## src/rtl/bit_shift_pkg.sv

```systemverilog
// Shared constants and types for the parallel-load, serial-in left-shift register.
package bit_shift_pkg;
    localparam int DEFAULT_WIDTH = 8;
    localparam logic [DEFAULT_WIDTH-1:0] DEFAULT_RESET_VALUE = '0;

    typedef logic [DEFAULT_WIDTH-1:0] word_t;
endpackage

```

## src/rtl/bit_shift_cell.sv

```systemverilog
// One bit of the shift register: a flop choosing between parallel data,
// the neighbour bit below it, or its own value.
module bit_shift_cell
    import bit_shift_pkg::*;
#(
    parameter logic RESET_BIT = 1'b0
) (
    input  logic clk,
    input  logic rst_n,
    input  logic load_bit,
    input  logic shift_bit,
    input  logic load,
    input  logic shift,
    output logic q
);

    // Load outranks shift; with neither enable the flop keeps its value.
    always_ff @(posedge clk or negedge rst_n) begin
        if (!rst_n) begin
            q <= RESET_BIT;
        end else if (load) begin
            q <= load_bit;
        end else if (shift) begin
            q <= shift_bit;
        end
    end

endmodule

```

## src/rtl/bit_shift_8l.sv

```systemverilog
// Parallel-load, serial-in left-shift register built from WIDTH bit cells;
// out comes straight from the cell flops.
module bit_shift_8l
    import bit_shift_pkg::*;
#(
    parameter int               WIDTH       = DEFAULT_WIDTH,
    parameter logic [WIDTH-1:0] RESET_VALUE = WIDTH'(DEFAULT_RESET_VALUE)
) (
    input  logic             clk,
    input  logic             rst_n,
    input  logic [WIDTH-1:0] in,
    input  logic             inLSB,
    input  logic             load,
    input  logic             shift,
    output logic [WIDTH-1:0] out
);

    // Each cell shifts in from the cell below; cell 0 takes the serial input.
    genvar i;
    generate
        for (i = 0; i < WIDTH; i++) begin : g_cell
            if (i == 0) begin : g_lsb
                bit_shift_cell #(
                    .RESET_BIT (RESET_VALUE[i])
                ) u_cell (
                    .clk       (clk),
                    .rst_n     (rst_n),
                    .load_bit  (in[i]),
                    .shift_bit (inLSB),
                    .load      (load),
                    .shift     (shift),
                    .q         (out[i])
                );
            end else begin : g_upper
                bit_shift_cell #(
                    .RESET_BIT (RESET_VALUE[i])
                ) u_cell (
                    .clk       (clk),
                    .rst_n     (rst_n),
                    .load_bit  (in[i]),
                    .shift_bit (out[i-1]),
                    .load      (load),
                    .shift     (shift),
                    .q         (out[i])
                );
            end
        end
    endgenerate

endmodule

```

## config.mk

```make
export PLATFORM = sky130hd
export DESIGN_NAME = bit_shift_8l
export DESIGN_NICKNAME = d
export VERILOG_FILES = /design/src/rtl/bit_shift_pkg.sv /design/src/rtl/bit_shift_cell.sv /design/src/rtl/bit_shift_8l.sv
export SDC_FILE = /design/constraint.sdc
export NUM_CORES = 1
export LEC_CHECK = 0
export ABC_AREA = 1
export BUFFER_PORTS_ARGS = -buffer_cell sky130_fd_sc_hd__buf_2
export CAP_MARGIN = 20
export CORE_AREA = 2 2 39 41
export DETAILED_ROUTE_END_ITERATION = 10
export DIE_AREA = 0 0 41 43
export SYNTH_ARGS = -nofsm -noshare
export SYNTH_HDL_FRONTEND = slang
export SYNTH_SLANG_ARGS = --single-unit
```

## constraint.sdc

```tcl
create_clock -name clk -period 1.3 [get_ports clk]
set_clock_uncertainty 0.1 [all_clocks]
set_input_delay 0.13 -clock clk [delete_from_list [all_inputs] [get_ports clk]]
set_output_delay 0.13 -clock clk [all_outputs]
set_load 0.02 [all_outputs]
```

# Yosys cells after proc, flatten, opt, wreduce, memory -nomap -nowiden
# Cells that the tools add are included.
dict set report word_totals {
  output_inout_bits 8
  regBits 8
}
dict set report op_classes {
  n_reduce_logical 1
  muxes 16
}
# cell n
set op_table {}
lappend op_table {{$mux 1} 16}
lappend op_table {{$reduce_bool 2->1} 1}

# Logic depth before layout (Yosys ltp)
dict set report logic_depth {
  word_depth 2
  depth_mapped 5
  ltp_nobuf 4
}

# By module
# From an unflattened synthesis, not the netlist that was laid out.
dict set report unflattened {
  hier_cells 80
  hier_area_um2 480.5
}
# module seq_area_each_um2 area_each_um2 cells_per_inst instances
set by_module_without_submodules {}
lappend by_module_without_submodules {bit_shift_cell 25.0 60.1 10 8}

# Worst setup path before layout
# Ideal clock, no wire load.
dict set report synth_path {
  path_type {reg-to-output}
  startpoint {register g_cell[0].g_lsb.u_cell.q}
  endpoint {output out[0]}
  stages_incl_launch_ff 2
  path_buffers 1
  t_required_ns 1.070
  t_arrival_ns 0.518
  setup_slack_ns 0.552
  cell_sequence {dfrtp_1 buf_4}
}
# element line_no
set synth_rtl {}
lappend synth_rtl {{start: declaration} bit_shift_cell.sv:14} ;# output logic q
lappend synth_rtl {{start signal: assignment} bit_shift_cell.sv:22} ;# q <= load_bit;
lappend synth_rtl {{start signal: assignment} bit_shift_cell.sv:24} ;# q <= shift_bit;
lappend synth_rtl {{end: declaration} bit_shift_8l.sv:15} ;# output logic [WIDTH-1:0] out
# No word-level cell between the ends.

# Final worst setup path
dict set report layout_path {
  startpoint {register g_cell[1].g_upper.u_cell.q}
  endpoint {output out[1]}
}
# element line_no
set layout_rtl {}
lappend layout_rtl {{start: declaration} bit_shift_cell.sv:14}
lappend layout_rtl {{start signal: assignment} bit_shift_cell.sv:22}
lappend layout_rtl {{start signal: assignment} bit_shift_cell.sv:24}
# No word-level cell between the ends.

==> impl_metrics.yaml <==
die:
  core_um2: 1380
  die_y_um: 43
  die_width_um: 41
  die_area_um2: 1760
  io_pins: 21
  num_rows: 14
  initial_core_util_pct: 32.6
worst_hold_path:
  min_from: "in[3]"
  hp-class: "in2reg"
clocking:
  root_buffer: "clkbuf_4"
  ctsHtreeMaxLevel: 1
  cts_buffers: 3
  path_clk_slew_ns: 0.06
  worst_skew_pair.late_latency_ns: 0.25
  clock_sinks: 8
  tritoncts: "built"
  ctsResizeCount: 0
  clk_path_buf_depth: 2
setup_path:
  crit_chain: "buf_2"
  worstSetupEndpoint: "out[1]"
  r2r_slack_ns: 0.51
  path_buf_inv: 1
  cpMaxStageDelayCell: "dfrtp_1"
  worst_ep_arrival_time_ns: 0.83
  worstPathMaxFanout: 3
  critPathTopFamily: "flip-flops"
  critPathCaptureType: "primary output"
  startpoint: "g_cell[1].g_upper.u_cell.q"
  crit_cells: 1
  slowest_delay_ns: 0.40
  crit_path_start_kind: "register"
  rr_startpoint: "g_cell[2].g_upper.u_cell.q"
  crit_type: "reg2out"
  worst_r2r_path_depth: 2
  r2r-end: "g_cell[3].g_upper.u_cell.q"
  crit_required_ns: 1.07
yosys:
  yosys.area.top_type: "dfrtp_1"
  yosysMostFrequentCell: "nand2_1"
  ys_ff_latch: 8
  synthDistinctLibCells: 8
  synth_common_cells: "20 x nand2_1, 14 x nand3_1, 9 x buf_4"
  synthFlopType: "dfrtp_1"
  synth_edf_count: 0
  synth.top_cell.area_share_pct: 44.3
  syn_area_per_cell_um2: 8.21
  netlist_top_cells_area: "dfrtp_1 44%, nand2_1 17%, nand3_1 16%"
  yosys_warnings: 0
  synth-seq-area-share_pct: 44.3
  synth-async-reset-ratio_pct: 100
  synthCells: 55
  syn-num-nets: 68
  synthesis.area_um2: 452
detailed_routing:
  routed_via_density: 4.55
  drc: 0
  drtPass1Iterations: 4
  vias: 414
  drt_iter0_markers: 11
  ant_nets: 0
  wl_um: 983
  drt-wirelength-per-cell_um: 10.8
timing:
  rsz0062_at_grt: "no"
  relSlewSlack_pct: 83.4
  fmax_ghz: 0.946
  fin_crit_ns: 1.06
  setup_viol: 0
  worst_pin_slew_ns: 0.248
  finalCritPeriodShare_pct: 81.3
  worst_hold_slack_ns: 0.0106
  setup_tns_ns: 0
  hold_viol: 0
  drv_slew: 0
global_route:
  grt_start_max_net_pins: 11
  gr-total-overflow: 0
  antenna_found_initial: 0
  grt_pass1_vias: 350
  grt_first_pass_wirelength_um: 1520
  track_usage_pct: 13.5
placed_design:
  gp_congestion: 0.750
  numPortBuffers: 20
finish:
  drive_gt1_share_pct: 33.3
  fin_util_pct: 42.3
  fill_cells: 153
  fin_nets: 90
  syn2layout_area_growth_pct: 29.6
  diodes: 0
run_status:
  status: "finished clean"
power_and_ir_drop:
  p_leak_nw: 0.317
  power_density_nw_per_um2: 1090
  ir_worst_vdd_mv: 0.363
flow_run:
  max_cap_violations: 0
stage by stage:
| step | instance area (um^2) | power [W] | worst slack [ns] | instances |
|---|---|---|---|---|
| after floorplan | 452 | 0.000416 | 0.552 | 55 |
| after global placement | 493 | 0.000432 | 0.435 | 81 |
| after detailed placement | 493 | 0.000434 | 0.400 | 81 |
| after CTS | 586 | 0.000649 | 0.232 | 91 |
| after global routing | 586 | 0.000683 | 0.205 | 91 |
| final | 586 | 0.000638 | 0.243 | 91 |
power by group:
part	leakage, nW	switching, W	internal [W]
clock network	0.0138	0.0000871	0.000106
registers	0.0969	0.0000203	0.000275
logic	0.207	0.0000870	0.0000628
total	0.317	0.000194	0.000443
cell families after synthesis:
group,count (synthesis),share of synthesized area (%)
buffers and inverters,12,19.1
flip-flops,8,44.3
AND/OR/NAND/NOR,35,36.6
final cells by class:
| type | count | area (um^2) | area share [%] |
|---|---|---|---|
| flip-flops and latches | 8 | 200 | 34.2 |
| repair buffers | 27 | 170 | 29.1 |
| multi-input cells | 35 | 165 | 28.2 |
| clock buffers | 3 | 22.5 | 3.85 |
| well taps | 16 | 20.0 | 3.42 |
| inverters | 2 | 7.51 | 1.28 |
layer usage:
layer  wire length, um  GRT usage, %
met5                 0             0
met4                14          12.0
met3                73          3.14
met2               487          17.2
met1               407          17.9
state kept, by name, indices dropped and copies added (netlist names):
name / flops
g_cell.g_upper.u_cell.q: 7
g_cell.g_lsb.u_cell.q: 1
layout by cell type (no fill, tap or decap), drive strengths merged:
cell type / count
clkbuf: 3
nor2: 1
dlygate4sd3: 7
dfrtp: 8
nand3: 14
buf: 20
inv: 2
nand2: 20
timing repair:
item | in CTS | in global routing
setup buffers | 0 | 0
hold buffers | 7 | 0
endpoints found under the hold margin | 14 | 0
worst min path at each step:
| stage | endpoint | slack (ns) | depth (start not counted) |
|---|---|---|---|
| 2_1_floorplan | g_cell[0].g_lsb.u_cell.q | -0.27 | 0 |
| 3_3_place_gp | g_cell[6].g_upper.u_cell.q | -0.12 | 1 |
| 3_5_place_dp | g_cell[7].g_upper.u_cell.q | -0.12 | 1 |
| 4_1_cts | g_cell[3].g_upper.u_cell.q | 0.007 | 3 |
| 5_1_grt | g_cell[3].g_upper.u_cell.q | 0.02 | 3 |
| 6_report | g_cell[3].g_upper.u_cell.q | 0.01 | 3 |
Note: power is estimated with default switching activity, not from simulation.
